File: src/rtl/count_monitor_pkg.sv
// Shared state encoding for the count monitor FSM; the bench imports it to decode state.
package count_monitor_pkg;

    typedef enum logic [1:0] {
        ST_SEARCH  = 2'd0,
        ST_ACQUIRE = 2'd1,
        ST_LOCKED  = 2'd2
    } state_e;

endpackage

File: src/rtl/count_monitor_sat_counter.sv
// Saturating event counter with synchronous clear; a clear and an increment in the
// same cycle leave the count at one (clear first, then count the new event).
module sat_counter #(
    parameter int WIDTH = 8
) (
    input  logic             i_clk,
    input  logic             i_reset,
    input  logic             i_clr,
    input  logic             i_inc,
    output logic [WIDTH-1:0] count
);

    logic [WIDTH-1:0] count_q;
    logic [WIDTH-1:0] count_d;

    always_comb begin
        count_d = count_q;
        if (i_clr) begin
            count_d = i_inc ? WIDTH'(1) : '0;
        end else if (i_inc && (count_q != {WIDTH{1'b1}})) begin
            count_d = count_q + WIDTH'(1);
        end
    end

    always_ff @(posedge i_clk) begin
        if (i_reset) begin
            count_q <= '0;
        end else begin
            count_q <= count_d;
        end
    end

    assign count = count_q;

endmodule

File: src/rtl/count_monitor.sv
// Receive-side monitor for an incrementing count: locks after LOCK_CNT good steps,
// then flags and counts every step that is not previous + 1 (mod 2^WIDTH).
module count_monitor
    import count_monitor_pkg::*;
#(
    parameter int WIDTH    = 8,
    parameter int LOCK_CNT = 4,
    parameter int ERR_W    = 8
) (
    input  logic             i_clk,
    input  logic             i_reset,
    input  logic             i_sample_en,
    input  logic [WIDTH-1:0] i_count,
    input  logic             i_clr_err,
    output logic             o_locked,
    output logic             o_err,
    output logic [ERR_W-1:0] o_err_count,
    output logic [WIDTH-1:0] o_last
);

    localparam int MW = $clog2(LOCK_CNT + 1);

    state_e           state_q;
    logic [MW-1:0]    match_q;
    logic             locked_q;
    logic             err_q;
    logic [WIDTH-1:0] last_q;

    logic [WIDTH-1:0] exp_next;
    logic             step_good;
    logic             err_inc;

    assign exp_next  = last_q + WIDTH'(1);
    assign step_good = (i_count == exp_next);
    assign err_inc   = i_sample_en && (state_q == ST_LOCKED) && !step_good;

    always_ff @(posedge i_clk) begin
        if (i_reset) begin
            state_q  <= ST_SEARCH;
            match_q  <= '0;
            locked_q <= 1'b0;
            err_q    <= 1'b0;
            last_q   <= '0;
        end else begin
            err_q <= 1'b0;
            // Every sample re-syncs the reference, whatever the state.
            if (i_sample_en) begin
                last_q <= i_count;
            end
            case (state_q)
                ST_SEARCH: begin
                    if (i_sample_en) begin
                        match_q <= '0;
                        state_q <= ST_ACQUIRE;
                    end
                end
                ST_ACQUIRE: begin
                    if (i_sample_en) begin
                        if (!step_good) begin
                            match_q <= '0;
                        end else if (match_q == MW'(LOCK_CNT - 1)) begin
                            match_q  <= '0;
                            state_q  <= ST_LOCKED;
                            locked_q <= 1'b1;
                        end else begin
                            match_q <= match_q + MW'(1);
                        end
                    end
                end
                ST_LOCKED: begin
                    if (i_sample_en && !step_good) begin
                        err_q    <= 1'b1;
                        match_q  <= '0;
                        state_q  <= ST_ACQUIRE;
                        locked_q <= 1'b0;
                    end
                end
                default: begin
                    state_q  <= ST_SEARCH;
                    match_q  <= '0;
                    locked_q <= 1'b0;
                end
            endcase
        end
    end

    sat_counter #(
        .WIDTH(ERR_W)
    ) u_err_cnt (
        .i_clk  (i_clk),
        .i_reset(i_reset),
        .i_clr  (i_clr_err),
        .i_inc  (err_inc),
        .count  (o_err_count)
    );

    assign o_locked = locked_q;
    assign o_err    = err_q;
    assign o_last   = last_q;

endmodule

File: config.mk
export PLATFORM = sky130hd
export DESIGN_NAME = count_monitor
export DESIGN_NICKNAME = d
export VERILOG_FILES = /design/src/rtl/count_monitor_pkg.sv /design/src/rtl/count_monitor_sat_counter.sv /design/src/rtl/count_monitor.sv
export SDC_FILE = /design/constraint.sdc
export NUM_CORES = 1
export LEC_CHECK = 0
export BUFFER_PORTS_ARGS = -buffer_cell sky130_fd_sc_hd__buf_2
export CAP_MARGIN = 10
export CORE_MARGIN = 1
export CORE_UTILIZATION = 57
export CTS_BUF_LIST = sky130_fd_sc_hd__clkbuf_16
export CTS_CLUSTER_SIZE = 40
export DETAILED_ROUTE_END_ITERATION = 10
export PLACE_DENSITY_LB_ADDON = 0.05
export SLEW_MARGIN = 25
export SYNTH_ARGS = -nofsm -noshare
export SYNTH_HDL_FRONTEND = slang
export SYNTH_SLANG_ARGS = --single-unit
export TNS_END_PERCENT = 30
File: constraint.sdc
create_clock -name i_clk -period 3.52 [get_ports i_clk]
set_input_delay 0.704 -clock i_clk [delete_from_list [all_inputs] [get_ports i_clk]]
set_output_delay 0.704 -clock i_clk [all_outputs]
set_load 0.01 [all_outputs]
==> results of run 1 <==
-- worst reg2reg max path: cells and delay by family (launching register included) --
family / cells / cell delay, ns
buffers and inverters: 1 / 0.30
AND/OR/NAND/NOR: 4 / 0.79
AO/OA/AOI/OAI: 2 / 0.55
adder cells (fa/ha/maj): 1 / 0.29
flip-flops: 1 / 0.37
-- path summary, 6_finish.rpt --
kind / endpoint / slack (ns) / cells after the start
worst max-delay path: state_q[0] / 1.12 / 8
worst min-delay path: match_q[2] / 0.44 / 2
worst max register to register: state_q[0] / 1.12 / 8
worst min register to register: match_q[2] / 0.44 / 2
-- sequential cells by signal, indices dropped and copies added, names as in the netlist --
name,cells
state_q,2
o_locked,1
o_last,8
u_err_cnt.count,8
match_q,3
o_err,1
-- per-stage QoR --
stage | worst slack [ns] | hold slack (ns) | instance area [um2] | utilization (%)
finish | 1.12 | 0.444 | 1530 | 74.0
global route | 0.954 | 0.480 | 1530 | 74.0
CTS | 1.12 | 0.446 | 1530 | 74.0
detailed placement | 0.949 | 0.438 | 1450 | 70.1
global placement | 1.02 | 0.422 | 1450 | 70.1
floorplan | 1.17 | 0.412 | 1310 | -
-- cells by family after synthesis --
logic type,count (synthesis),share of synthesized area (%)
flops,23,35.1
xor+xnor,7,4.68
fa+ha+maj,3,2.87
buf+inv,12,4.68
compound gates,36,18.1
simple gates,66,27.6
mux,9,6.88
-- synth_stat cells (all sizes together), types with 2 or more instances --
cell,instances,area share (%)
nand3,7,2.7
or3,7,3.7
and3,3,1.4
o21ai,13,5.0
a31oi,3,1.4
nand4b,2,1.3
dfxtp,23,35
nand4,7,3.3
nor2,18,5.2
nand2b,2,0.95
a21oi,11,4.2
mux2i,9,6.9
ha,3,2.9
nand2,6,1.7
clkbuf,5,1.4
and4,2,1.3
xor2,4,2.7
xnor2,3,2.0
nor2b,5,2.4
and2,2,0.95
buf,4,2.4
inv,3,0.86
-- cells in the final DEF (no fill, tap or decap), types with 5 or more instances in the layout --
master and count:
sky130_fd_sc_hd__buf_2 29, sky130_fd_sc_hd__dfxtp_1 23, sky130_fd_sc_hd__nor2_1 18, sky130_fd_sc_hd__o21ai_1 11, sky130_fd_sc_hd__a21oi_1 11, sky130_fd_sc_hd__mux2i_1 9
sky130_fd_sc_hd__nand3_1 7, sky130_fd_sc_hd__nand4_1 7, sky130_fd_sc_hd__or3_1 6, sky130_fd_sc_hd__nand2_1 6, sky130_fd_sc_hd__nor2b_1 5
-- power groups by stage --
stage	Sequential, mW	Clock (mW)	Combinational, mW
finish	0.278	0.247	0.0641
global route	0.280	0.256	0.0703
CTS	0.278	0.250	0.0642
detailed placement	0.284	0	0.0631
global placement	0.283	0	0.0614
floorplan	0.282	0	0.0444
-- area by class of cell --
cell class | instances | share of cell area (%)
multi-input combinational | 121 | 51.7
timing repair buffer | 30 | 10.0
sequential | 23 | 30.2
clock buffer | 3 | 4.92
inverter | 3 | 0.738
tap | 27 | 2.21
clock inverter | 1 | 0.246
-- routing by layer --
| metal | vias to the layer above | track usage (%) | wire length, um |
|---|---|---|---|
| met5 | - | 0 | 0 |
| met4 | 0 | 11.0 | 61 |
| met3 | 9 | 5.25 | 74 |
| met2 | 24 | 43.2 | 1380 |
| met1 | 591 | 31.3 | 1290 |
| li1 | 619 | - | - |
==> results.txt, run 1 <==
- The flow ran to the end, and the final reports show no timing, DRC or antenna violations.
- The first global-routing pass estimated 4910 um of wire.
- For this design the static power due to leakage is 0.657 nW.
- The via count of the first global-routing pass was 1150.
- At the pin with the least slew margin, the transition time is 0.396 ns.
- Crit Reg-Reg Startpoint: o_last[0]
- Pin placement for this block handled 30 I/O pins.
- Antenna violations before repair: 0
- Chip Width: 49.9 um
* Std-Cell Rows: 16
- The most used flip-flop cell after synthesis is sky130_fd_sc_hd__dfxtp_1.
- Library cell contributing the largest single delay on the critical path: sky130_fd_sc_hd__dfxtp_1
- Initial Utilization: 63.5%
- The finished layout holds 208 standard cells, fillers aside.
- Number of nets in the synthesized netlist: 171
- Cells with a size suffix above 1 make up 21.5% of the layout.
- Data arrives at the worst endpoint at 2.55 ns.
- Clock latency on the worst-skew pair, taken at its later pin, is 0.26 ns.
- The worst setup path is of the reg -> reg kind.
* Hold Vio Cnt, Final: 0
- Across the VDD grid, the largest voltage drop is 341 uV.
- Headroom to the max-slew limit came out at 73.6%.
- The number of antenna diodes in the final layout is 0.
- Number of H-tree levels: 1
- In this run, synthesis produced a sequential element count of 23.
- Total Wirelength: 2800 um
- Of the total power, registers draw 47.2%.
- At the end of routability-driven placement, the weighted congestion stood at 0.871.
- Of the synthesized area, sequential elements account for 35.1%.
- Path type of the worst min-delay path: reg -> reg
* # fillers: 150
* Mean routed wirelength per cell: 13.5 um
- In this run the cell area of the synthesized design comes to 1310 um2.
- Area added between synthesis and finish: 16.4%
* Longest Clk Path Bufs: 2
- Delay of the slowest cell on the worst path: 0.37 ns
- Comb power frac: 10.9%
- Area occupied by multi-input gates: 788 um2
- Layout net count: 197
* Sequential Area: 460 um2
- PD cells: 387 nW/um2
* Crit path cell chain: ha_1 > nor2b_1 > or3_1 > a31o_2 > a2111oi_4 > buf_4 > nand4_1 > and3_1
* Cell family contributing the most delay on the critical path: simple AND/OR/NAND/NOR gates
* Total congestion overflow: 0
- CTS saw 23 sinks.
- At the worst endpoint, the required time is 3.67 ns.
- Worst hold path startpoint: match_q[2]
- Power, Total: 0.590 mW
- Total instance count after detailed placement: 204
- Area of the die: 2490 um2
- Per report_power, the clock group accounts for 41.9% of the total.
* Worst Setup Start Kind: register
* Yosys cell types: 40
* Area of the placeable core: 2060 um2
* DRC violations left: 0
- Sum of net half-perimeters after detailed placement: 2020 um
- Dividing the detail-routed via count by the number of cells gives 5.98.
* Aggregate negative setup slack: 0 ns
- Setup violators final: 0
- Number of buffers added on ports: 29
- Clock transition time at the flip-flop clock pins of the worst setup and hold paths: 0.06 ns
* Number of enable flip-flop cells after synthesis: 0
* Number of instances in the synthesized netlist: 156
- The worst path uses 68.2% of the clock period.
- Yosys printed 0 warnings.
* Worst setup EP type: register
* Number of buffers added to fix hold violations after cts: 0
- Maximum clock frequency: 416 MHz
- Launching element of the worst setup path: o_last[0]
* Clock skew: 0.00106 ns
- Pin count of the biggest net entering global routing: 26
- TritonCTS Buffers: 3
* Maxcap violations: 0
- Before antenna repair, the detailed router went through 4 iterations.
* Post-Syn Area per Cell: 8.40 um2
* Internal power contribution: 0.447 mW
* Count of vias placed by the detailed router: 1243
- Total routing usage reported by global routing: 25.6%
* Max-slew violation count: 0
- In this run, post-CTS repair resized a total of 0 instances.
* Final min period: 2.40 ns
- Counting both buffers and inverters, the worst setup path holds a total of 1.
- Along the worst path, the maximum fanout reaches 25.
* Clk Tree Root Cell: sky130_fd_sc_hd__clkbuf_16
* Clock tree from TritonCTS: yes
- In this run switching power makes up 24.1% of total power.
* Setup repair after global routing missed its margin: false
- Buffers added to address setup during post-CTS repair amount to 0.
- In the synthesized netlist the async set-or-reset flop fraction comes to 0%.
* ANT nets after route: 0
- Net switching power: 0.142 mW
- The die is 49.9 um tall.
* DRC marker count from the first detailed-route iteration: 17
Power figures use the tool's default switching activity.
==> inputs of run 2 (changes only) <==
CORE_UTILIZATION = 47   (was 57)
clock period = 1.95 ns   (was 3.52 ns; I/O delays follow)
==> results.txt, run 2 (synthesis results as in run 1) <==
* Count of vias placed by the detailed router: 1249 (+0.48%)
- Antenna violations before repair: 0 (unchanged)
- The arrival time of the worst setup path is 2.21 ns (-0.34 ns).
* Final min period: 2.04 ns (-0.366 ns)
- Sequential Area: 470 um2 (+2.2%)
* Setup violators final: 8 (+8)
* Placer's final routability congestion estimate: 0.768 (-12%)
- Area added between synthesis and finish: 24.5%
- Actual slew at the worst max-slew pin: 0.334 ns (-0.0621 ns)
* Static leakage power: 0.701 nW (+6.7%)
- The number of pins exceeding their max-slew limit in the final report is 0 (unchanged).
- The clock latency reported for the late side of the worst-skew pair is 0.25 ns (about the same).
- The maximum net fanout on the critical path was 25 (unchanged).
- PD cells: 654 nW/um2 (+69%)
- The worst-case setup margin in the final layout is -0.0859 ns (-1.20 ns).
- The number of nets in the layout was 205 (+4.1%).
* Std-Cell Rows: 18 (+2)
- The maximum clock insertion buffer count was 2 (unchanged).
* Global-route wire length before repair: 4480 um (-8.8%)
- Area occupied by multi-input gates: 808 um2 (+2.5%)
* Category of the most critical setup path: reg -> reg
* Number of H-tree levels: 1 (unchanged)
* Total Wirelength: 2860 um (+2.0%)
- The detailed-routing iteration count for the pre-antenna-repair pass is 4 (unchanged).
- The number of buffers created by CTS was 3 (unchanged).
- The placed cell count is 215 (+5.4%).
* DRC violations left: 0 (unchanged)
* CTS Sinks: 23 (unchanged)
- The top-level port count is 30 (unchanged).
- Required time of the critical path: 2.12 ns (-1.55 ns)
* Post-route non-filler standard cell count: 219 (+5.3%)
* Worst rel slew slack: 77.8% (+4.1 points)
- Commonest cells after routing, fill and taps aside: 29 x sky130_fd_sc_hd__buf_2, 19 x sky130_fd_sc_hd__dfxtp_1, 18 x sky130_fd_sc_hd__nor2_1
- Post-CTS Repair Setup Buffers: 0 (unchanged)
* Initial Utilization: 51.5% (-12 points)
- The placed wire-length estimate was 2130 um (+5.7%).
- Worst setup EP type: register
- Chip Width: 54.8 um (+9.7%)
- The via count of the first global-routing pass is 1088 (-5.4%).
* Diodes inserted: 0 (unchanged)
* Worst vdd ir: 512 uV (+50%)
- The final antenna-violating net count was 0 (unchanged).
- Total routing usage reported by global routing: 20.6% (-5.0 points)
* Min Hold Slack: 0.404 ns (-0.0400 ns)
- The final worst clock skew is 0.00287 ns (+0.00182 ns).
- The maximum clock frequency is 491 MHz (+18%).
- Area of the placeable core: 2540 um2 (+23%)
- Cell area after placement: 1550 um2 (+7.2%)
- Clk Tree Root Cell: sky130_fd_sc_hd__clkbuf_16
- Drt via density: 5.70 (-4.6%)
- The worst setup slack after placement was -0.184 ns (-1.13 ns).
- Total congestion overflow: 0 (unchanged)
* Pin count of the biggest net entering global routing: 26 (unchanged)
- The library cell used most frequently in the layout, excluding fill and tap cells, is sky130_fd_sc_hd__buf_2.
* Area of the die: 3000 um2 (+20%)
* Setup repair after global routing missed its margin: true
- Number of buffers added on ports: 29 (unchanged)
- DRC marker count from the first detailed-route iteration: 22 (+5)
* Number of buffers added to fix hold violations after cts: 0 (unchanged)
* Status: finished, violations left
- # fillers: 227 (+51%)
- Mean routed wirelength per cell: 13.1 um (-3.2%)
* Y dimension of the die: 54.8 um (+9.7%)
* Hold Vio Cnt, Final: 0 (unchanged)
* Maxcap violations: 0 (unchanged)
* Layout cell share with drive strength beyond 1: 28.0% (+6.5 points)
* Path type of the worst min-delay path: in -> reg
- Final Cell Area: 1630 um2 (+7.0%)
- Fin crit share: 104% (+36 points)
* Clock tree from TritonCTS: yes
- The worst setup path is launched from a register.
- The checks that failed: setup timing.
* Clock transition time at the flip-flop clock pins of the worst setup and hold paths: 0.06 ns (about the same)
-- run 2: cell types whose count changed in the layout (fill, tap and decap cells not counted) --
cell                      previous run  this run
sky130_fd_sc_hd__buf_12              0         1
sky130_fd_sc_hd__buf_4               1         8
sky130_fd_sc_hd__dfxtp_1            23        19
sky130_fd_sc_hd__dfxtp_2             0         2
sky130_fd_sc_hd__dfxtp_4             0         2
sky130_fd_sc_hd__ha_1                3         2
sky130_fd_sc_hd__ha_4                0         1
sky130_fd_sc_hd__xor2_1              4         3
sky130_fd_sc_hd__xor2_2              0         1
-- run 2: per-stage QoR --
step                setup TNS, ns  util, %  power (mW)
floorplan                 -0.0940        -       0.594
global placement           -0.804     60.9       0.642
detailed placement          -1.81     60.9       0.645
CTS                        -0.278     64.0        1.08
global route                -1.77     64.1        1.12
finish                     -0.257     64.1        1.07
-- run 2: cell type report --
type / count / share of cell area (%)
multi-input combinational: 121 / 49.5
sequential: 23 / 28.8
timing repair buffer: 38 / 13.8
clock buffer: 3 / 4.60
tap: 30 / 2.30
inverter: 3 / 0.690
clock inverter: 1 / 0.230
-- run 2: timing repair --
action,in CTS,in global routing
endpoints found under the setup margin,9,15
resized for setup,0,1
pin swaps,2,1
-- run 2: worst paths after layout --
kind | start | endpoint | slack (ns) | cells past startpoint
max | o_last[1] | u_err_cnt.count[0] | -0.09 | 8
min | i_count[7] | o_last[7] | 0.40 | 3
max reg2reg | o_last[1] | u_err_cnt.count[0] | -0.09 | 8
min reg2reg | match_q[2] | match_q[2] | 0.43 | 2
-- run 2: layer usage --
layer | track usage, % | wire length (um)
met1 | 25.5 | 1380
met2 | 36.3 | 1400
met3 | 2.50 | 68
met4 | 6.84 | 11
met5 | 0 | 0
-- run 2: critical path, stage by stage, from the launching register on --
cell                        delay (ns)
sky130_fd_sc_hd__dfxtp_4          0.36
sky130_fd_sc_hd__ha_4             0.17
sky130_fd_sc_hd__nor2b_1          0.12
sky130_fd_sc_hd__or3_1            0.30
sky130_fd_sc_hd__a31o_2           0.24
sky130_fd_sc_hd__a2111oi_4        0.26
sky130_fd_sc_hd__buf_12           0.20
sky130_fd_sc_hd__o32ai_1          0.09
sky130_fd_sc_hd__a211oi_2         0.20
-- run 2: power by group --
part	switching (mW)	internal (mW)	total, mW
Combinational	0.0690	0.0649	0.134
Sequential	0.0178	0.482	0.500
Clock	0.160	0.273	0.434
Total	0.247	0.820	1.07
